### src/rtl/control_barrera.sv
// Entry-barrier controller: gates entry on lot occupancy, drives the barrier motor and
// traffic light, supervises strokes with limit switches and timeouts, latches faults.
module control_barrera #(
    parameter int CUPO_MAX = 7,
    parameter int T_MOTOR  = 50000000,
    parameter int T_ESPERA = 250000000,
    parameter int TW       = 28
) (
    input  logic       clk,
    input  logic       rst,
    input  logic [2:0] count,
    input  logic       solicitud,
    input  logic       a,
    input  logic       ingreso,
    input  logic       fin_abierta,
    input  logic       fin_cerrada,
    input  logic       reconocer,
    output logic       motor_abrir,
    output logic       motor_cerrar,
    output logic       verde,
    output logic       rojo,
    output logic       rechazo,
    output logic       alarma,
    output logic [2:0] estado,
    output logic [7:0] aperturas
);

    typedef enum logic [2:0] {
        CERRADA  = 3'd0,
        ABRIENDO = 3'd1,
        ABIERTA  = 3'd2,
        CERRANDO = 3'd3,
        FALLA    = 3'd4
    } estado_t;

    localparam logic [TW-1:0] TM_FIN = TW'(T_MOTOR - 1);
    localparam logic [TW-1:0] TE_FIN = TW'(T_ESPERA - 1);

    estado_t       st, st_nx;
    logic [TW-1:0] timer;
    logic          sol_prev;
    logic          rechazo_nx;
    logic          inc_ap;
    logic          sol_edge;
    logic          sw_both;
    logic          hay_cupo;
    logic          cuenta;

    assign sol_edge = solicitud & ~sol_prev;
    assign sw_both  = fin_abierta & fin_cerrada;
    assign hay_cupo = {29'd0, count} < 32'(CUPO_MAX);
    assign cuenta   = (st == ABRIENDO) || (st == ABIERTA) || (st == CERRANDO);

    always_comb begin
        st_nx      = st;
        rechazo_nx = 1'b0;
        inc_ap     = 1'b0;
        // Contradictory limit switches override every other transition.
        if (sw_both && st != FALLA) begin
            st_nx = FALLA;
        end else begin
            case (st)
                CERRADA: begin
                    if (sol_edge) begin
                        if (hay_cupo) begin
                            st_nx  = ABRIENDO;
                            inc_ap = 1'b1;
                        end else begin
                            rechazo_nx = 1'b1;
                        end
                    end
                end
                ABRIENDO: begin
                    if (fin_abierta)          st_nx = ABIERTA;
                    else if (timer == TM_FIN) st_nx = FALLA;
                end
                ABIERTA: begin
                    if (ingreso || timer == TE_FIN) st_nx = CERRANDO;
                end
                CERRANDO: begin
                    // Obstacle reversal outranks the closed switch.
                    if (a)                    st_nx = ABRIENDO;
                    else if (fin_cerrada)     st_nx = CERRADA;
                    else if (timer == TM_FIN) st_nx = FALLA;
                end
                FALLA: begin
                    if (reconocer && !sw_both) st_nx = CERRANDO;
                end
                default: st_nx = CERRADA;
            endcase
        end
    end

    always_ff @(posedge clk or posedge rst) begin
        if (rst) begin
            st        <= CERRADA;
            timer     <= '0;
            sol_prev  <= 1'b0;
            rechazo   <= 1'b0;
            aperturas <= 8'd0;
        end else begin
            st       <= st_nx;
            sol_prev <= solicitud;
            rechazo  <= rechazo_nx;
            if (inc_ap && aperturas != 8'hFF)
                aperturas <= aperturas + 8'd1;
            if (st_nx != st)
                timer <= '0;
            else if (cuenta)
                timer <= timer + 1'b1;
            else
                timer <= '0;
        end
    end

    // Moore decode straight off the state register so reset drops the motors at once.
    assign motor_abrir  = (st == ABRIENDO);
    assign motor_cerrar = (st == CERRANDO);
    assign verde        = (st == ABIERTA);
    assign rojo         = (st != ABIERTA);
    assign alarma       = (st == FALLA);
    assign estado       = st;

endmodule

### config.mk
export PLATFORM = sky130hd
export DESIGN_NAME = control_barrera
export DESIGN_NICKNAME = d
export VERILOG_FILES = /design/src/rtl/control_barrera.sv
export SDC_FILE = /design/constraint.sdc
export NUM_CORES = 1
export LEC_CHECK = 0
export ABC_AREA = 1
export BUFFER_PORTS_ARGS = -buffer_cell sky130_fd_sc_hd__buf_2
export CAP_MARGIN = 40
export CORE_MARGIN = 2
export CORE_UTILIZATION = 32
export DETAILED_ROUTE_END_ITERATION = 8
export GPL_TIMING_DRIVEN = 0
export PLACE_DENSITY = 0.46
export SETUP_SLACK_MARGIN = 0.15
export SYNTH_ARGS = -nofsm -noshare
export SYNTH_HDL_FRONTEND = slang
export SYNTH_SLANG_ARGS = --single-unit
export TNS_END_PERCENT = 1
### constraint.sdc
create_clock -name clk -period 2.5 [get_ports clk]
set_clock_uncertainty 0.15 [all_clocks]
set_input_delay 0.625 -clock clk [delete_from_list [all_inputs] [get_ports clk]]
set_output_delay 0.625 -clock clk [all_outputs]
set_load 0.005 [all_outputs]
Word-level counts from Yosys, hierarchy flattened
Cells that the tools add are included.
Storage, ports and cells
  bits in registers: 41
  output and inout port bits: 17
  logic and storage cells: 49
  input port bits: 11
Operators by class
  add/sub/neg operators: 2
  magnitude comparators: 1
  eq/ne operators: 10
  muxes and demuxes: 20
  bitwise gates (word level): 3
  reduce and logical (&&, ||, !) cells: 8
Operator list (count)
  $mux 28: 2
  $add 28x1->28 const B: 1
  $eq 28x26->1 const B: 1
  $eq 28x28->1 const B: 1
  $mux 3: 9
  $pmux 3 s5: 1
  $add 8x1->8 const B: 1
  $mux 1: 8
  $ne 8x8->1 const B: 1
  $eq 3x2->1 const B: 2
  $eq 3x1->1 const B: 1
  $eq 3x3->1 const B: 1
  $logic_and 1x1->1: 3
  $logic_not 3->1: 1
  $logic_or 1x1->1: 3
  $lt 3x3->1 const B: 1
  $ne 3x2->1 const B: 1
  $ne 3x3->1: 1
  $ne 3x3->1 const B: 1
  $and 1x1->1: 2
  $logic_not 1->1: 1
  $not 1->1: 1

Depth between registers and ports, before layout
  word-level depth: 8
  gate-level depth with buffers: 15
  gate-level depth less buffers: 14

Worst setup path before layout
Ideal clock, no wire load.
  kind: reg-to-reg
  start: reg timer[0]
  end: reg timer[14]
  data required time: 2222 ps
  setup time: 128 ps
  arrival time: 1710 ps
  cell stages (with the launch flop): 16
  slack: 512 ps
  buffers on the path: 1
  path through: dfrtp_1 > ha_1 > nand2_2 > nor2_2 > nand2_1 > nor2_2 > nand2_2 > nand3_1 > nand2_1 > nor2_1 > nand2_1 > nand2_1 > nand2_1 > nand3_4 > buf_12 > nor2_4
Between the ends
  longest elaborated chain between the ends: 8
  elaborated cells between the ends (all ways): 14
  those cells by class: add/sub (1); eq/ne (3); mux (9); reduce/logical (1)
Ends and longest elaborated chain
  from (decl): RTL line 40  | logic [TW-1:0] timer;
  from (signal assigned): RTL line 110  | timer <= timer + 1'b1;
  $eq 28x26->1: RTL line 75, 84
  $mux 3: RTL line 75, 84
  $mux 3: RTL line 83  | else if (fin_cerrada) st_nx = CERRADA;
  $mux 3: RTL line 82  | if (a) st_nx = ABRIENDO;
  $pmux 3 s5: RTL line 62  | case (st)
  $mux 3: RTL line 59  | if (sw_both && st != FALLA) begin
  $ne 3x3->1: RTL line 107  | if (st_nx != st)
  $mux 28 *: RTL line 107
Mark *: on every way between the ends. The rest lies on a longest branch, timed or not.
A chain may end at the register's enable or synchronous reset.

Worst setup path in the final report
  start: reg timer[0]
  end: reg timer[20]
The elaborated chain is that of the path after synthesis.

==> run summary <==
Async SR Flop Fraction: 100.0%
Footprint of the multi-input gates: 1536 µm²
Rows: 34
Fin. Hold Viols: 0
Clk pwr share: 16.2%
Fillers: 924
Critical path data required time: 2.53 ns
CTS tree: built
IO buf count: 27
Post-synthesis cell count: 368
DP HPWL: 4970 µm
Crit path max fanout: 5
Horiz. Die Dim: 97.65 µm
Initial Util: 32.66%
Number of global-route vias before repair: 2389
Final setup violation count: 0
Hold crit path type: in -> async
Worst VDD drop: 422.5 µV
Share of cells above drive strength 1: 28.78%
Worst path top cell family by delay: simple AND/OR/NAND/NOR gates
Clock transition at path regs: 0.09 ns
P_leak: 1.410 nW
First-pass GRT wire length: 11310 µm
Switching power: 1.191 mW
Cell-internal power: 1.605 mW
Slowest CP cell: dfrtp_1
Initial drt markers: 90
Sw Share: 42.60%
Crit Path Category: reg -> reg
Most used cell, CP: nand2_1
Buffers plus inverters on the worst setup path: 2
Initial antenna violation count: 0
Syn avg cell area: 7.626 µm²
All-layer global routing usage: 14.35%
Synth Flop Type: dfrtp_1
R2r worst-path depth: 16
Total wire length: 6626 µm
Antenna-violating nets left: 0
Sequential area share after synthesis: 36.56%
Maxcap violations: 0
Layout Area Growth over Synthesis: 20.02%
Net Count, Synth: 381
Rel. slew slack: 58.91%
FMAX: 453.1 MHz
Die Y: 97.65 µm
Pin count of the biggest net entering global routing: 24
Inserted Diodes: 0
Vias/cell: 4.499
Routed via count: 2362
Cell Area, Synth: 2806 µm²
Worst slew pin tran: 0.6164 ns
Fin. max-slew vios: 0
Reg-to-Reg Start: timer[0]
Number of nets in the layout: 429
Status: finished, final reports clean
Seq pwr share: 29.3%
IO Count: 28
Layout Cells excl Fill: 525
Total grt overflow: 0
Core region area: 8593 µm²
Worst skew pair latency: 0.30 ns
Fin crit share: 88.29%
Pwr Density: 830.3 nW/µm²
Drt drc: 0
CTS max path bufs: 2
Placed cell count: 504
Synth Warn #: 0
Setup TNS: 0 ns
Critical Path AT: 2.24 ns
Register area: 1026 µm²
R2R Setup Slk: 0.29 ns
Crit start category: flip-flop
Number of synthesized flops with an enable pin: 0
Worst path cell trace: ha_4 > nand2_2 > nor2_4 > nand2_1 > nor2_2 > nand2_2 > nand3_1 > nand2_1 > nor2_1 > nand2_1 > nand2_1 > nand2_1 > nand3_4 > buf_4 > buf_12 > nor2_4
Comb power frac: 54.6%
Clock root buffer: clkbuf_8
CTS H-tree depth: 2
Register bit total from synthesis: 41
Post-DR wirelength/cell: 12.62 µm
Min Tclk post-route: 2.207 ns
Placer Congestion: 0.7948
Max incr delay on CP: 0.41 ns
Inserted Clock Buffers: 5
Number of library cell types mapped by synthesis: 34
Clk sinks: 41
Area of the die: 9536 µm²
DR pass1 iterations: 4
Crit. End Element: flip-flop
Reg-to-reg endpoint: timer[20]
RSZ-0062 raised after global routing: true
==> worst max path at each step <==
stage               startpoint         to  slack [ns]  depth (start not counted)
floorplan             timer[0]  timer[14]        0.51                         15
global placement           rst  timer[18]        0.08                          2
detailed placement    count[0]  timer[10]        0.21                         12
CTS                   timer[0]  timer[10]        0.19                         15
global route          timer[0]  timer[20]        0.12                         16
finish                timer[0]  timer[20]        0.29                         16
==> synth_stat cells, drive strengths merged (3+ instances only) <==
master,n,area (µm²)
xnor2,3,26.28
o211ai,3,22.52
inv,58,220.2
nand2,83,349.1
buf,3,51.30
nand3,29,167.7
o21ai,20,100.1
nor4,4,25.02
nand4,8,65.06
a21oi,9,45.04
a21o,3,23.77
dfrtp,41,1026
xor2,3,26.28
or2,3,18.77
nor3,14,85.08
nor2,75,481.7
==> worst register-to-register path, stage by stage (launching register included) <==
cell and delay, ns:
dfrtp_1 0.41, ha_4 0.16, nand2_2 0.08, nor2_4 0.10, nand2_1 0.10, nor2_2 0.12
nand2_2 0.09, nand3_1 0.08, nand2_1 0.05, nor2_1 0.08, nand2_1 0.07, nand2_1 0.08
nand2_1 0.08, nand3_4 0.10, buf_4 0.17, buf_12 0.15, nor2_4 0.03
==> metrics by stage <==
stage	power, mW	setup slack [ns]	instance area, µm²	utilization [%]	hold WS, ns
after CTS	2.449	0.1932	3188	37.10	0.1891
after floorplan	1.689	0.5124	2806	-	0.3377
after global placement	1.983	0.08213	3077	35.80	0.3308
final	2.797	0.2929	3368	39.20	0.1688
after global routing	2.990	0.1203	3368	39.20	0.2021
after detailed placement	1.985	0.2120	3097	36.04	0.3393
==> power groups by stage <==
stage	sequential, mW	combinational (mW)	clock, mW
after detailed placement	0.829	1.16	0
after global placement	0.831	1.15	0
after floorplan	0.824	0.866	0
after CTS	0.818	1.16	0.475
final	0.818	1.53	0.452
after global routing	0.833	1.66	0.499
==> cell type report <==
type                       instances  area share, %
sequential                        41          30.46
clock inverter                     3         0.6686
multi-input combinational        264          45.62
clock buffer                       5          2.043
timing repair buffer              41          8.915
buffer                             5          1.746
tap                              108          4.012
inverter                          58          6.538
==> state kept, by name, indices dropped and copies added (netlist names) <==
name       flops
timer         28
rechazo        1
estado         3
sol_prev       1
aperturas      8
==> what timing repair did <==
item                       CTS  global route
resized for setup            0             9
hold buffers                 0             0
setup endpoints to repair    0            20
setup buffers                0            11
==> per-layer routing <==
| metal | part of all wire (%) | vias up | global-route usage, % |
|---|---|---|---|
| li1 | - | 1267 | - |
| met1 | 50 | 1051 | 19.79 |
| met2 | 45 | 40 | 23.45 |
| met3 | 4.0 | 4 | 2.518 |
| met4 | 0.74 | 0 | 3.419 |
| met5 | 0 | - | 0 |
==> cells by family after synthesis <==
family          count (synthesis)  share of synthesized area, %
mux                             1                        0.4012
compound gates                 36                         7.089
xor+xnor                        6                         1.873
flops                          41                         36.56
fa+ha+maj                       2                        0.8915
simple gates                  219                         43.25
buf+inv                        63                         9.942
==> layout by cell type (no fill, tap or decap), drive strengths merged <==
master / instances
a21o: 3
a21oi: 9
and3: 1
buf: 42
clkbuf: 9
clkinv: 3
dfrtp: 41
ha: 2
inv: 58
mux2: 1
nand2: 83
nand3: 29
nand3b: 2
nand4: 8
nor2: 75
nor3: 14
nor4: 4
o211ai: 3
o21ai: 20
o31ai: 1
or2: 3
xnor2: 3
xor2: 3
Note: power is estimated with default switching activity, not from simulation.
